--- config.mk ---
export PLATFORM = sky130hd
export DESIGN_NAME = board_io_ctrl_flat
export DESIGN_NICKNAME = d
export VERILOG_FILES = /design/src/rtl/board_io_ctrl_if.sv /design/src/rtl/board_io_ctrl.sv /design/src/flat_wrapper.sv
export SDC_FILE = /design/constraint.sdc
export NUM_CORES = 1
export LEC_CHECK = 0
export ABC_AREA = 0
export BUFFER_PORTS_ARGS = -buffer_cell sky130_fd_sc_hd__clkbuf_2
export CAP_MARGIN = 20
export CORE_MARGIN = 2
export CORE_UTILIZATION = 35
export CTS_CLUSTER_DIAMETER = 120
export DETAILED_ROUTE_END_ITERATION = 8
export PLACE_DENSITY = 0.6
export SYNTH_ARGS = -nofsm -noshare
export SYNTH_HDL_FRONTEND = slang
export SYNTH_SLANG_ARGS = --single-unit
--- constraint.sdc ---
create_clock -name clk -period 3.4 [get_ports clk]
set_input_delay 0.17 -clock clk [delete_from_list [all_inputs] [get_ports clk]]
set_output_delay 0.17 -clock clk [all_outputs]
set_load 0.05 [all_outputs]
--- src/rtl/board_io_ctrl_if.sv ---
// board_io_ctrl_if
// GPIO-side bundle between board_io_ctrl and the core.
// The core-facing master drives the interrupt controls and LED requests, and
// it reads back the debounced inputs, the edge pulses and the interrupt state.
// The slave modport is the view used by board_io_ctrl itself.
//   in_deb_o       debounced stable values, {btn, sw}
//   in_rise_o      one-cycle pulse on a debounced 0->1 transition
//   in_fall_o      one-cycle pulse on a debounced 1->0 transition
//   irq_rise_en_i  per-input rise interrupt enable
//   irq_fall_en_i  per-input fall interrupt enable
//   irq_clr_i      write-1-to-clear for pending bits, sampled every cycle
//   irq_pending_o  latched pending bits
//   irq_o          OR of all pending bits
//   led_i          LED on/off request
//   led_duty_i     global LED brightness duty
interface board_io_ctrl_if #(
  parameter int N_SW  = 8,
  parameter int N_BTN = 5,
  parameter int N_LED = 8,
  parameter int PWM_W = 8
);
  localparam int N_IN = N_SW + N_BTN;

  logic [N_IN-1:0]  in_deb_o;
  logic [N_IN-1:0]  in_rise_o;
  logic [N_IN-1:0]  in_fall_o;
  logic [N_IN-1:0]  irq_rise_en_i;
  logic [N_IN-1:0]  irq_fall_en_i;
  logic [N_IN-1:0]  irq_clr_i;
  logic [N_IN-1:0]  irq_pending_o;
  logic             irq_o;
  logic [N_LED-1:0] led_i;
  logic [PWM_W-1:0] led_duty_i;

  modport master (
    input  in_deb_o, in_rise_o, in_fall_o, irq_pending_o, irq_o,
    output irq_rise_en_i, irq_fall_en_i, irq_clr_i, led_i, led_duty_i
  );

  modport slave (
    output in_deb_o, in_rise_o, in_fall_o, irq_pending_o, irq_o,
    input  irq_rise_en_i, irq_fall_en_i, irq_clr_i, led_i, led_duty_i
  );
endinterface

--- src/rtl/board_io_ctrl.sv ---
// board_io_ctrl
// Board glue between raw FPGA pins and the SoC GPIO bus. Switches and buttons
// are synchronised, debounced, turned into rise/fall pulses and a maskable
// latched interrupt. The LEDs are registered and gated by a global PWM
// brightness.
//   clk    system clock, all state on the rising edge
//   rst    synchronous active-high reset
//   sw_i   raw asynchronous switch pins
//   btn_i  raw asynchronous button pins
//   led_o  LED pin drive
//   gpio   core-side bundle (debounced inputs, edges, interrupt, LED control)
// Inputs are packed {btn, sw}: switches in the low bits, buttons above.
module board_io_ctrl #(
  parameter int N_SW            = 8,
  parameter int N_BTN           = 5,
  parameter int N_LED           = 8,
  parameter int DEBOUNCE_CYCLES = 65536,
  parameter int PWM_W           = 8
) (
  input  logic             clk,
  input  logic             rst,
  input  logic [N_SW-1:0]  sw_i,
  input  logic [N_BTN-1:0] btn_i,
  output logic [N_LED-1:0] led_o,
  board_io_ctrl_if.slave   gpio
);
  localparam int N_IN = N_SW + N_BTN;
  // A one-cycle debounce still needs a one-bit counter to exist.
  localparam int CNT_W = (DEBOUNCE_CYCLES > 1) ? $clog2(DEBOUNCE_CYCLES) : 1;
  localparam logic [CNT_W-1:0] CNT_LAST = CNT_W'(DEBOUNCE_CYCLES - 1);

  logic [N_IN-1:0]  sync1;
  logic [N_IN-1:0]  sync2;
  logic [N_IN-1:0]  stable;
  logic [N_IN-1:0]  stable_q;
  logic [CNT_W-1:0] cnt [N_IN];
  logic [N_IN-1:0]  rise;
  logic [N_IN-1:0]  fall;
  logic [N_IN-1:0]  set_vec;
  logic [N_IN-1:0]  pending;
  logic [N_LED-1:0] led_q;
  logic [PWM_W-1:0] pwm_cnt;
  logic             pwm_on;
  logic             pwm_on_q;

  // Two-flop synchroniser, then a per-bit debounce counter. The counter only
  // runs while the synchronised value disagrees with the stable one, so any
  // single agreeing cycle throws the partial count away.
  always_ff @(posedge clk) begin
    if (rst) begin
      sync1    <= '0;
      sync2    <= '0;
      stable   <= '0;
      stable_q <= '0;
      for (int i = 0; i < N_IN; i++) begin
        cnt[i] <= '0;
      end
    end else begin
      sync1    <= {btn_i, sw_i};
      sync2    <= sync1;
      stable_q <= stable;
      for (int i = 0; i < N_IN; i++) begin
        if (sync2[i] == stable[i]) begin
          cnt[i] <= '0;
        end else if (cnt[i] == CNT_LAST) begin
          stable[i] <= sync2[i];
          cnt[i]    <= '0;
        end else begin
          cnt[i] <= cnt[i] + 1'b1;
        end
      end
    end
  end

  // Edge pulses come from registered state only, so they last exactly the
  // cycle after the stable value moves.
  assign rise = stable & ~stable_q;
  assign fall = ~stable & stable_q;
  assign set_vec = (rise & gpio.irq_rise_en_i) | (fall & gpio.irq_fall_en_i);

  // Pending bits: the set term is OR-ed in after the clear, so a new event
  // in the same cycle as a clear is never lost.
  always_ff @(posedge clk) begin
    if (rst) begin
      pending <= '0;
    end else begin
      pending <= (pending & ~gpio.irq_clr_i) | set_vec;
    end
  end

  assign gpio.in_deb_o      = stable;
  assign gpio.in_rise_o     = rise;
  assign gpio.in_fall_o     = fall;
  assign gpio.irq_pending_o = pending;
  assign gpio.irq_o         = |pending;

  // All-ones duty is forced fully on; otherwise the compare would leave one
  // dark cycle per period.
  assign pwm_on = (&gpio.led_duty_i) | (pwm_cnt < gpio.led_duty_i);

  // LED request and PWM gate are both registered so that the pins never
  // follow a core-side input combinationally.
  always_ff @(posedge clk) begin
    if (rst) begin
      led_q    <= '0;
      pwm_cnt  <= '0;
      pwm_on_q <= 1'b0;
    end else begin
      led_q    <= gpio.led_i;
      pwm_cnt  <= pwm_cnt + 1'b1;
      pwm_on_q <= pwm_on;
    end
  end

  assign led_o = led_q & {N_LED{pwm_on_q}};
endmodule

--- src/flat_wrapper.sv ---
// flat-port wrapper written by rule: the top's interface ports become plain ports
module board_io_ctrl_flat 
#(
  parameter int N_SW            = 8,
  parameter int N_BTN           = 5,
  parameter int N_LED           = 8,
  parameter int DEBOUNCE_CYCLES = 65536,
  parameter int PWM_W           = 8
)
  (clk, rst, sw_i, btn_i, led_o, gpio_in_deb_o, gpio_in_rise_o, gpio_in_fall_o, gpio_irq_pending_o, gpio_irq_o, gpio_irq_rise_en_i, gpio_irq_fall_en_i, gpio_irq_clr_i, gpio_led_i, gpio_led_duty_i);
  board_io_ctrl_if #(.N_SW(N_SW), .N_BTN(N_BTN), .N_LED(N_LED), .PWM_W(PWM_W)) gpio_i ();
  input  logic clk;
  input  logic rst;
  input  logic [N_SW-1:0] sw_i;
  input  logic [N_BTN-1:0] btn_i;
  output logic [N_LED-1:0] led_o;
  output wire logic [$bits(gpio_i.in_deb_o)-1:0] gpio_in_deb_o;
  output wire logic [$bits(gpio_i.in_rise_o)-1:0] gpio_in_rise_o;
  output wire logic [$bits(gpio_i.in_fall_o)-1:0] gpio_in_fall_o;
  output wire logic [$bits(gpio_i.irq_pending_o)-1:0] gpio_irq_pending_o;
  output wire logic [$bits(gpio_i.irq_o)-1:0] gpio_irq_o;
  input wire logic [$bits(gpio_i.irq_rise_en_i)-1:0] gpio_irq_rise_en_i;
  input wire logic [$bits(gpio_i.irq_fall_en_i)-1:0] gpio_irq_fall_en_i;
  input wire logic [$bits(gpio_i.irq_clr_i)-1:0] gpio_irq_clr_i;
  input wire logic [$bits(gpio_i.led_i)-1:0] gpio_led_i;
  input wire logic [$bits(gpio_i.led_duty_i)-1:0] gpio_led_duty_i;
  assign gpio_in_deb_o = gpio_i.in_deb_o;
  assign gpio_in_rise_o = gpio_i.in_rise_o;
  assign gpio_in_fall_o = gpio_i.in_fall_o;
  assign gpio_irq_pending_o = gpio_i.irq_pending_o;
  assign gpio_irq_o = gpio_i.irq_o;
  assign gpio_i.irq_rise_en_i = gpio_irq_rise_en_i;
  assign gpio_i.irq_fall_en_i = gpio_irq_fall_en_i;
  assign gpio_i.irq_clr_i = gpio_irq_clr_i;
  assign gpio_i.led_i = gpio_led_i;
  assign gpio_i.led_duty_i = gpio_led_duty_i;
  board_io_ctrl #(.N_SW(N_SW), .N_BTN(N_BTN), .N_LED(N_LED), .DEBOUNCE_CYCLES(DEBOUNCE_CYCLES), .PWM_W(PWM_W)) u_core (.clk(clk), .rst(rst), .sw_i(sw_i), .btn_i(btn_i), .led_o(led_o), .gpio(gpio_i));
endmodule
### Yosys cells after proc, flatten, opt, wreduce, memory -nomap -nowiden

Memories as Yosys holds them, arrays and structs flattened.
Index checks and enable logic that the tools add are counted.

* memories kept: 1
* memory bits (read-only): 0
* word-level logic and storage cells: 325
* latch bits: 0
* bits in writable memories: 208
* output and inout bits: 61
* input port bits: 70
* bits in registers: 82

Memories
* u_core.cnt: words 13, bits a word 16, read ports 13, clocked after Yosys merged registers in 0, wr ports 13, line board_io_ctrl.sv:36 `logic [CNT_W-1:0] cnt [N_IN];`

* eq/ne operators: 26
* bitwise operators: 64
* $add $sub $neg: 14
* $lt $le $gt $ge: 1
* divide/modulo/power cells: 0
* shift-type cells: 0
* multiply operators: 0
* muxes and demuxes: 184
* reduce and logical (&&, ||, !) cells: 15

Operators with widths (number)
* 16-bit 2-to-1 mux: 39
* 16-bit by 1-bit adder with 16-bit output (second input constant): 13
* 16-bit == test (second input constant): 13
* 1-bit 2-to-1 mux: 145
* 13-bit bitwise AND: 5
* 1-bit OR: 40
* 13-bit NOT: 3
* 13-bit OR: 2
* 2-bit AND reduction: 13
* 1-bit == test: 13
* 1-bit NOT: 13
* 13-bit OR reduction: 1
* 8-bit by 1-bit adder with 8-bit output (second input constant): 1
* 8-bit bitwise AND: 1
* 8-bit less-than comparator: 1
* 8-bit AND reduction: 1

### Logic depth before layout (Yosys ltp)

Gate-level depths: netlist of run 1.

* depth after elaboration: 7
* mapped depth: 7
* gate-level depth less buffers: 6

### Worst setup path before layout of run 1

Ideal clock, no wire load.

* path type: register to register
* start point: memory u_core.cnt[2][48] (netlist bit)
* end point: memory u_core.cnt[2][53] (netlist bit) (data pin)
* clock period less this slack: 2123 ps
* library setup time: 257 ps
* cell stages (with the launch flop): 8
* buffers on the path: 2
* slack: 1277 ps
* data arrival time: 1867 ps
* data required time: 3143 ps
* path through: edfxtp_1 ha_1 clkbuf_1 inv_1 or4_1 o21ai_1 buf_2 nor2_1

RTL lines (line)
* from (decl): board_io_ctrl.sv:36

==> out/results.ini, run 1 <==
[synth]
syn_inst=1349
ys_async_sr_fraction_pct=0
synth.ff_latch_count=290
yosys_warnings=0
synth_edf_count=208
synth_top_area_share_pct=44.0
netlist_area_mm2=0.0142
yosys.area.top_type=edfxtp_1
synth-main-ff-cell=edfxtp_1
synth.distinct_cells=49
synthTopCellsByArea=edfxtp_1, dfxtp_1, xnor2_1
syn_avg_cell_area_um2=10.5
yosysSeqAreaShare_pct=55.5

[power_and_ir_drop]
p_per_area_mw_per_mm2=451
total_power_mw=8.02
power_leakage_nw=6.77
clkPwrFrac_pct=45.0
comb_power_share_pct=4.6
p_switching_mw=1.73
seq_power_share_pct=50.5
internal_power_mw=6.28
peakVddDrop_uv=250
p_sw_share_pct=21.6

[global_route]
overflow=0
grt_max_degree=67
grt_util_met2_pct=22.3
track_usage_pct=13.1
grt_pass1_wl_um=46100
met3_usage_pct=2.71
grt_pass1_vias=10152
use_met1_pct=16.8
antenna_found_initial=0
busiest_layer=met2

[timing]
rsz0062_at_grt=no
hold_viol=0
holdWs_ns=0.202
relSlewSlack_pct=39.1
fin_setup_tns_ns=0
fin_ws_ns=0.886
period_minus_slack_ns=2.51
setup_viol=0
worst_slew_pin_slew_ns=0.911
fin_crit_sh_pct=73.9
max_freq_mhz=398
clock_skew_ns=0.00631
finalMaxSlewViolations=0

[cells_and_area]
drive_above_1_share_pct=12.1
syn_to_final_growth_pct=25.2
layout_commonest_cell=nor2_1
layout_common_cells=nor2_1, edfxtp_1, conb_1
nets=1831
stdcell_area_mm2=0.0178
diodes=0

[detailed_routing]
vias_per_cell=4.54
dr.pass1.iters=7
drc=0
wire_per_inst_um=11.8
vias=10396
wl_um=27000
ant_nets=0
drt-initial-drc-count=505

[critical_path]
required_ns=3.62
cp-end-kind=flip-flop
critPathLaunchType=flip-flop
path_class=reg2reg
crit_arrival_ns=2.73
path_max_fanout=13

[placed_design]
portBuffers=130
gp_congestion=0.770
place_ws_ns=0.852
hpwl_um=18800
placed_area_mm2=0.0162

[die]
fp-row-count=73
dieArea_mm2=0.0422
start_util_pct=35.6
ios=131
core_area_mm2=0.0399
die_w_um=205
dieHeight_um=205

[clock_network]
cts_setup_buffers=0
clk_pin_slew_ns=0.06
worstSkewPairLatency_ns=0.51
cts_sinks=290
cts_max_path_buffers=3
cts_root_buffer=clkbuf_16
cts_tree=built
numCtsBuffers=35
htreeDepth=2

[flow_run]
cap_violations=0

[hold_path]
hold_class=in2reg

[run_status]
status=finished, final reports clean

-- routing by layer --
layer	routed length [µm]	part of all wire (%)
met2	12900	48
met1	12600	47
met5	0	0
met3	1060	3.9
met4	481	1.8
-- cell families (layout without fill, tap and decap cells) --
kind of cell	Yosys count	count (layout)	synth area share [%]
AND/OR/NAND/NOR	674	674	24.2
flip-flops	290	290	55.5
XOR/XNOR	186	186	11.5
buffers and inverters	100	310	2.73
AO/OA/AOI/OAI	68	68	3.55
adder cells (fa/ha/maj)	21	21	1.85
multiplexers	9	9	0.704
other	1	208	0.0264
-- registers in the layout, indices dropped and copies added, names as in the netlist --
| signal | count |
|---|---|
| u_core.sync2 | 13 |
| u_core.sync1 | 13 |
| u_core.gpio.in_deb_o | 13 |
| u_core.stable_q | 13 |
| u_core.cnt | 208 |
| u_core.gpio.irq_pending_o | 13 |
| u_core.pwm_on_q | 1 |
| u_core.pwm_cnt | 8 |
| u_core.led_q | 8 |
-- cells in the mapped netlist, types with 2 or more instances --
library cell,count
nor2_1,232
edfxtp_1,208
xnor2_1,107
nand3_1,85
dfxtp_1,82
nor2b_1,82
xor2_1,79
inv_1,63
nand4_1,58
nand2_1,54
nor3_1,53
nor4_1,34
clkbuf_1,28
ha_1,21
and4_1,16
and3_1,15
a21oi_1,13
a222oi_1,13
a31o_2,13
nand2b_1,13
o21ai_0,12
and2_1,10
mux2_2,8
buf_2,7
or3_1,7
a211oi_1,4
or2_2,3
or4_1,3
a41o_1,2
nor4_4,2
o211a_1,2
o21bai_1,2
o22ai_1,2
-- repair_timing --
item,CTS,global route
resized for setup,0,0
hold buffers,49,0
endpoints found under the hold margin,35,0
-- worst paths after layout --
| path | from | endpoint | slack, ns | cells after the start |
|---|---|---|---|---|
| min | gpio_led_duty_i[7] | u_core.pwm_on_q | 0.20 | 6 |
| min reg2reg | u_core.sync1[6] | u_core.sync2[6] | 0.44 | 1 |
| max reg2reg | u_core.cnt[3][0] | u_core.cnt[3][9] | 0.89 | 5 |
| max | u_core.cnt[3][0] | u_core.cnt[3][9] | 0.89 | 5 |
-- power by group through the flow --
stage	Clock, mW	Sequential [mW]	Combinational, mW
finish	3.60	4.04	0.366
global route	3.87	4.07	0.422
CTS	3.75	4.04	0.364
detailed placement	0	4.12	0.329
global placement	0	4.11	0.326
floorplan	0	4.08	0.248
-- layout make-up --
class | instances | area [µm²]
sequential | 290 | 7890
clock buffer | 48 | 997
clock inverter | 15 | 118
timing repair buffer | 184 | 1180
inverter | 63 | 236
fill | 3820 | 22100
tap | 525 | 657
multi-input combinational | 1166 | 6710
-- per-stage QoR --
step,std cells,utilization (%)
after floorplan,1556,-
after global placement,2179,40.5
after detailed placement,2179,40.5
after CTS,2291,44.6
after global routing,2291,44.6
final,2291,44.6
-- critical path, cell delays in order (launching register included) --
cell,delay (ns)
edfxtp_1,0.40
ha_1,0.22
nand3_1,0.12
or4_1,0.59
o21bai_1,0.76
nor2_1,0.14
Note: power is estimated with default switching activity, not from simulation.
==> inputs of run 2 (changes only) <==
PLACE_DENSITY = 0.62   (was 0.6)
clock period = 2.3 ns   (was 3.4 ns; I/O delays follow)
==> out/results.ini, run 2 (synthesis results as in run 1) <==
[run_status]
status=finished, final reports clean  ; unchanged

[global_route]
grt_max_degree=47  ; was 67
antenna_found_initial=0  ; unchanged
grt_pass1_vias=10133  ; was 10,152
track_usage_pct=13.4  ; was 13.1%
grt_pass1_wl_um=46900  ; was 46,100 µm
overflow=0  ; unchanged

[placed_design]
hpwl_um=19800  ; was 18,800 µm
portBuffers=130  ; unchanged
place_ws_ns=0.202  ; was 0.852 ns
gp_congestion=0.778  ; was 0.770

[timing]
rsz0062_at_grt=no  ; unchanged
max_freq_mhz=480  ; was 398 MHz
fin_setup_tns_ns=0  ; unchanged
period_minus_slack_ns=2.09  ; was 2.51 ns
clock_skew_ns=0.0229  ; was 0.00631 ns
hold_viol=0  ; unchanged
fin_crit_sh_pct=90.7  ; was 73.9%
relSlewSlack_pct=58.1  ; was 39.1%
finalMaxSlewViolations=0  ; unchanged
worst_slew_pin_slew_ns=0.623  ; was 0.911 ns
holdWs_ns=0.0456  ; was 0.202 ns
setup_viol=0  ; unchanged
fin_ws_ns=0.215  ; was 0.886 ns

[cells_and_area]
layout_commonest_cell=nor2_1  ; unchanged
drive_above_1_share_pct=13.0  ; was 12.1%
nets=1845  ; was 1,831
largest_register=u_core.cnt  ; unchanged
diodes=0  ; unchanged
largest_reg_flops=208  ; unchanged
syn_to_final_growth_pct=25.8  ; was 25.2%
layout_common_cells=nor2_1, edfxtp_1, conb_1  ; unchanged

[critical_path]
cp-end-kind=flip-flop  ; unchanged
worst_path_max_delay_cell=or4_1  ; was o21bai_1
crit_chain=ha_1, nand4_1, or4_1, nand2b_1, buf_12, nor2_1  ; was ha_1, nand3_1, or4_1, o21bai_1, nor2_1
required_ns=2.58  ; was 3.62 ns
path_class=reg2reg  ; unchanged
crit_arrival_ns=2.36  ; was 2.73 ns
path_max_fanout=10  ; was 13
cp_slowest_stage_delay_ns=0.60  ; was 0.76 ns
critPathLaunchType=flip-flop  ; unchanged

[detailed_routing]
dr.pass1.iters=5  ; was 7
drt-initial-drc-count=533  ; was 505
wire_per_inst_um=12.0  ; was 11.8 µm
met3_length_um=1110  ; was 1060 µm
vias=10400  ; was 10,396
vias_per_cell=4.51  ; was 4.54
routed.top_layer=met4  ; unchanged
ant_nets=0  ; unchanged
wl_um=27600  ; was 27,000 µm
wl_met2_um=12700  ; was 12,900 µm
wl_met1_um=12900  ; was 12,600 µm
drc=0  ; unchanged

[die]
dieHeight_um=205  ; unchanged
dieArea_mm2=0.0422  ; unchanged
core_area_mm2=0.0399  ; unchanged
ios=131  ; unchanged
fp-row-count=73  ; unchanged
die_w_um=205  ; unchanged
start_util_pct=35.6  ; unchanged

[power_and_ir_drop]
power_leakage_nw=6.82  ; was 6.77 nW
p_per_area_mw_per_mm2=658  ; was 451 mW/mm²
total_power_mw=11.8  ; was 8.02 mW
peakVddDrop_uv=446  ; was 250 µV

[clock_network]
cts_tree=built  ; unchanged
cts_root_buffer=clkbuf_16  ; unchanged
numCtsBuffers=35  ; unchanged
cts_setup_buffers=0  ; unchanged
clk_pin_slew_ns=0.06  ; about the same
cts_sinks=290  ; unchanged
htreeDepth=2  ; unchanged
worstSkewPairLatency_ns=0.52  ; was 0.51 ns
cts_max_path_buffers=3  ; unchanged

[hold_path]
hold_class=in2reg  ; unchanged

[flow_run]
cap_violations=0  ; unchanged

-- run 2: cell types whose count changed in the layout (fill, tap and decap cells not counted), moves of 2 or more --
cell and change:
clkbuf_16 -2, clkbuf_1 +2, buf_4 +13, clkinv_1 -6, clkinvlp_4 +2, clkbuf_8 +3
-- run 2: worst max-delay path, delay by kind of cell (launching register included) --
kind                     cells  cell delay (ns)
flip-flops                   1             0.41
adder cells (fa/ha/maj)      1             0.24
buffers and inverters        1             0.16
AND/OR/NAND/NOR              4             1.04
-- run 2: metrics by stage --
| stage | util (%) | cells | area [µm²] |
|---|---|---|---|
| after CTS | 44.8 | 2304 | 17900 |
| after floorplan | - | 1556 | 15000 |
| after global routing | 44.8 | 2304 | 17900 |
| final | 44.8 | 2304 | 17900 |
| after detailed placement | 40.8 | 2193 | 16300 |
| after global placement | 40.8 | 2193 | 16300 |
-- run 2: worst paths after layout --
kind,slack [ns],end,depth (start not counted),start
min,0.05,u_core.gpio.irq_pending_o[2],2,rst
min reg2reg,0.43,u_core.sync2[0],1,u_core.sync1[0]
max reg2reg,0.21,u_core.cnt[0][45],6,u_core.cnt[0][32]
max,0.21,u_core.cnt[0][45],6,u_core.cnt[0][32]
-- run 2: cell type report --
type / count / area (µm²)
clock buffers: 51 / 996
clock inverters: 11 / 88.8
fillers: 3825 / 22000
inverters: 63 / 236
multi-input cells: 1166 / 6720
flip-flops and latches: 290 / 7890
well taps: 525 / 657
repair buffers: 198 / 1300
-- run 2: where the power goes --
part / internal, mW / switching [mW]
Combinational: 0.254 / 0.299
Sequential: 5.79 / 0.186
Clock: 3.12 / 2.12
Total: 9.16 / 2.61
-- run 2: per-layer routing --
metal | up-vias | global-route usage [%]
met3 | 50 | 2.53
met4 | 0 | 5.40
li1 | 5400 | -
met5 | - | 0
met1 | 4813 | 17.4
met2 | 137 | 22.2
-- run 2: timing repair --
item,4_1_cts,5_1_grt
resized for setup,0,1
endpoints found under the hold margin,35,0
endpoints found under the setup margin,0,8
hold buffers,49,0
==> inputs of run 3 (changes only) <==
BUFFER_PORTS_ARGS = default   (was -buffer_cell sky130_fd_sc_hd__clkbuf_2)
DONT_BUFFER_PORTS = 1   (was default)
PLACE_DENSITY = 0.59   (was 0.62)
==> out/results.ini, run 3 (synthesis results as in run 1) <==
[run_status]
status=finished, final reports clean  ; unchanged

[detailed_routing]
dr.pass1.iters=5  ; unchanged
ant_nets=0  ; unchanged
wire_per_inst_um=12.5  ; was 12.0 µm
drc=0  ; unchanged
drt-initial-drc-count=472  ; was 533
wl_um=27700  ; was 27,600 µm
vias_per_cell=4.57  ; was 4.51
vias=10147  ; was 10,400

[cells_and_area]
final_util_pct=44.2  ; was 44.8%
largest_reg_flops=208  ; unchanged
syn_to_final_growth_pct=24.2  ; was 25.8%
layout_commonest_cell=nor2_1  ; unchanged
layout_common_cells=nor2_1, edfxtp_1, conb_1  ; unchanged
stdcell_area_mm2=0.0176  ; was 0.0179 mm²
largest_register=u_core.cnt  ; unchanged
drive_above_1_share_pct=8.55  ; was 13.0%
nets=1759  ; was 1,845

[clock_network]
cts_sinks=290  ; unchanged
cts_max_path_buffers=3  ; unchanged
worstSkewPairLatency_ns=0.54  ; was 0.52 ns
cts_resized=0  ; unchanged
hold_buffers=54  ; was 49
cts_setup_buffers=0  ; unchanged
htreeDepth=2  ; unchanged
cts_tree=built  ; unchanged
numCtsBuffers=36  ; was 35
cts_root_buffer=clkbuf_16  ; unchanged
clk_pin_slew_ns=0.06  ; about the same

[critical_path]
path_class=reg2out  ; was reg2reg
path_max_fanout=3  ; was 10
crit_arrival_ns=2.10  ; was 2.36 ns
critPathLaunchType=flip-flop  ; unchanged
cp-end-kind=output pin  ; was flip-flop
worst_path_max_delay_cell=dfxtp_1  ; was or4_1
crit_chain=nor4_1, buf_4, nand4_1, buf_4  ; was ha_1, nand4_1, or4_1, nand2b_1, buf_12, nor2_1
required_ns=2.18  ; was 2.58 ns
cp_slowest_stage_delay_ns=0.49  ; was 0.60 ns
cpMostUsedCell=buf_4

[timing]
relSlewSlack_pct=55.1  ; was 58.1%
fin_ws_ns=0.0850  ; was 0.215 ns
hold_viol=0  ; unchanged
period_minus_slack_ns=2.21  ; was 2.09 ns
max_freq_mhz=451  ; was 480 MHz
worst_slew_pin_slew_ns=0.672  ; was 0.623 ns
rsz0062_at_grt=no  ; unchanged
fin_crit_sh_pct=96.3  ; was 90.7%
setup_viol=0  ; unchanged
finalMaxSlewViolations=0  ; unchanged
fin_setup_tns_ns=0  ; unchanged
clock_skew_ns=0.00976  ; was 0.0229 ns

[global_route]
track_usage_pct=13.5  ; was 13.4%
grt_pass1_wl_um=46000  ; was 46,900 µm
antenna_found_initial=1  ; was 0
grt_max_degree=95  ; was 47
grt_pass1_vias=9681  ; was 10,133
overflow=0  ; unchanged

[hold_path]
hold_class=in2reg  ; unchanged

[power_and_ir_drop]
power_leakage_nw=6.54  ; was 6.82 nW
peakVddDrop_uv=417  ; was 446 µV
total_power_mw=12.0  ; was 11.8 mW
p_per_area_mw_per_mm2=679  ; was 658 mW/mm²

[placed_design]
place_ws_ns=0.243  ; was 0.202 ns
placed_area_mm2=0.0159  ; was 0.0163 mm²
gp_congestion=0.839  ; was 0.778
hpwl_um=18900  ; was 19,800 µm
portBuffers=0  ; was 130

[die]
fp-row-count=73  ; unchanged
core_area_mm2=0.0399  ; unchanged
start_util_pct=35.6  ; unchanged
ios=131  ; unchanged
dieHeight_um=205  ; unchanged
dieArea_mm2=0.0422  ; unchanged
die_w_um=205  ; unchanged

[flow_run]
cap_violations=0  ; unchanged

run 3: cell count changes in the layout (fill, tap and decap cells not counted), moves of 2 or more:
cell           before  now
buf_4              19   57
clkbuf_16          35   40
clkbuf_2          129    0
clkbuf_8            6    2
clkinv_2            7   11
clkinvlp_4          2    0
dlygate4sd3_1      49   53
run 3: worst paths after layout:
| path | startpoint | endpoint | slack [ns] | cells after the start |
|---|---|---|---|---|
| setup reg to reg | u_core.cnt[0][32] | u_core.cnt[0][43] | 0.24 | 6 |
| hold reg to reg | u_core.sync1[0] | u_core.sync2[0] | 0.43 | 1 |
| setup / recovery | u_core.gpio.irq_pending_o[5] | gpio_irq_o | 0.09 | 4 |
| hold / removal | gpio_led_duty_i[6] | u_core.pwm_on_q | 0.04 | 5 |
run 3: area by class of cell:
type,instances,area [µm²]
multi-input combinational,1166,6710
clock inverter,15,106
sequential,290,7890
clock buffer,51,1060
fill,3793,22300
antenna,1,2.50
timing repair buffer,111,986
tap,525,657
inverter,63,236
run 3: worst max-delay path, delay by kind of cell, from the launching register on:
family / cells / cell delay, ns
buffers and inverters: 2 / 0.46
AND/OR/NAND/NOR: 2 / 0.61
flip-flops: 1 / 0.49
run 3: power breakdown:
part           total, mW  switching, mW  internal (mW)  leakage [nW]
combinational      0.495          0.279          0.216          3.14
sequential          5.98          0.186           5.79          2.81
clock               5.52           2.26           3.26         0.587
total               12.0           2.72           9.27          6.54
run 3: layer usage:
metal | share of wire (%) | vias up | track usage, %
met3 | 4.4 | 48 | 3.09
met5 | 0 | - | 0
met4 | 2.7 | 0 | 5.81
met2 | 46 | 148 | 21.4
li1 | - | 5227 | -
met1 | 47 | 4724 | 17.7
run 3: per-stage QoR:
step                      instances  hold slack (ns)
after floorplan                1556            0.243
final                          2222           0.0405
after CTS                      2221          0.00335
after detailed placement       2101            0.195
after global routing           2222           0.0565
after global placement         2101            0.191
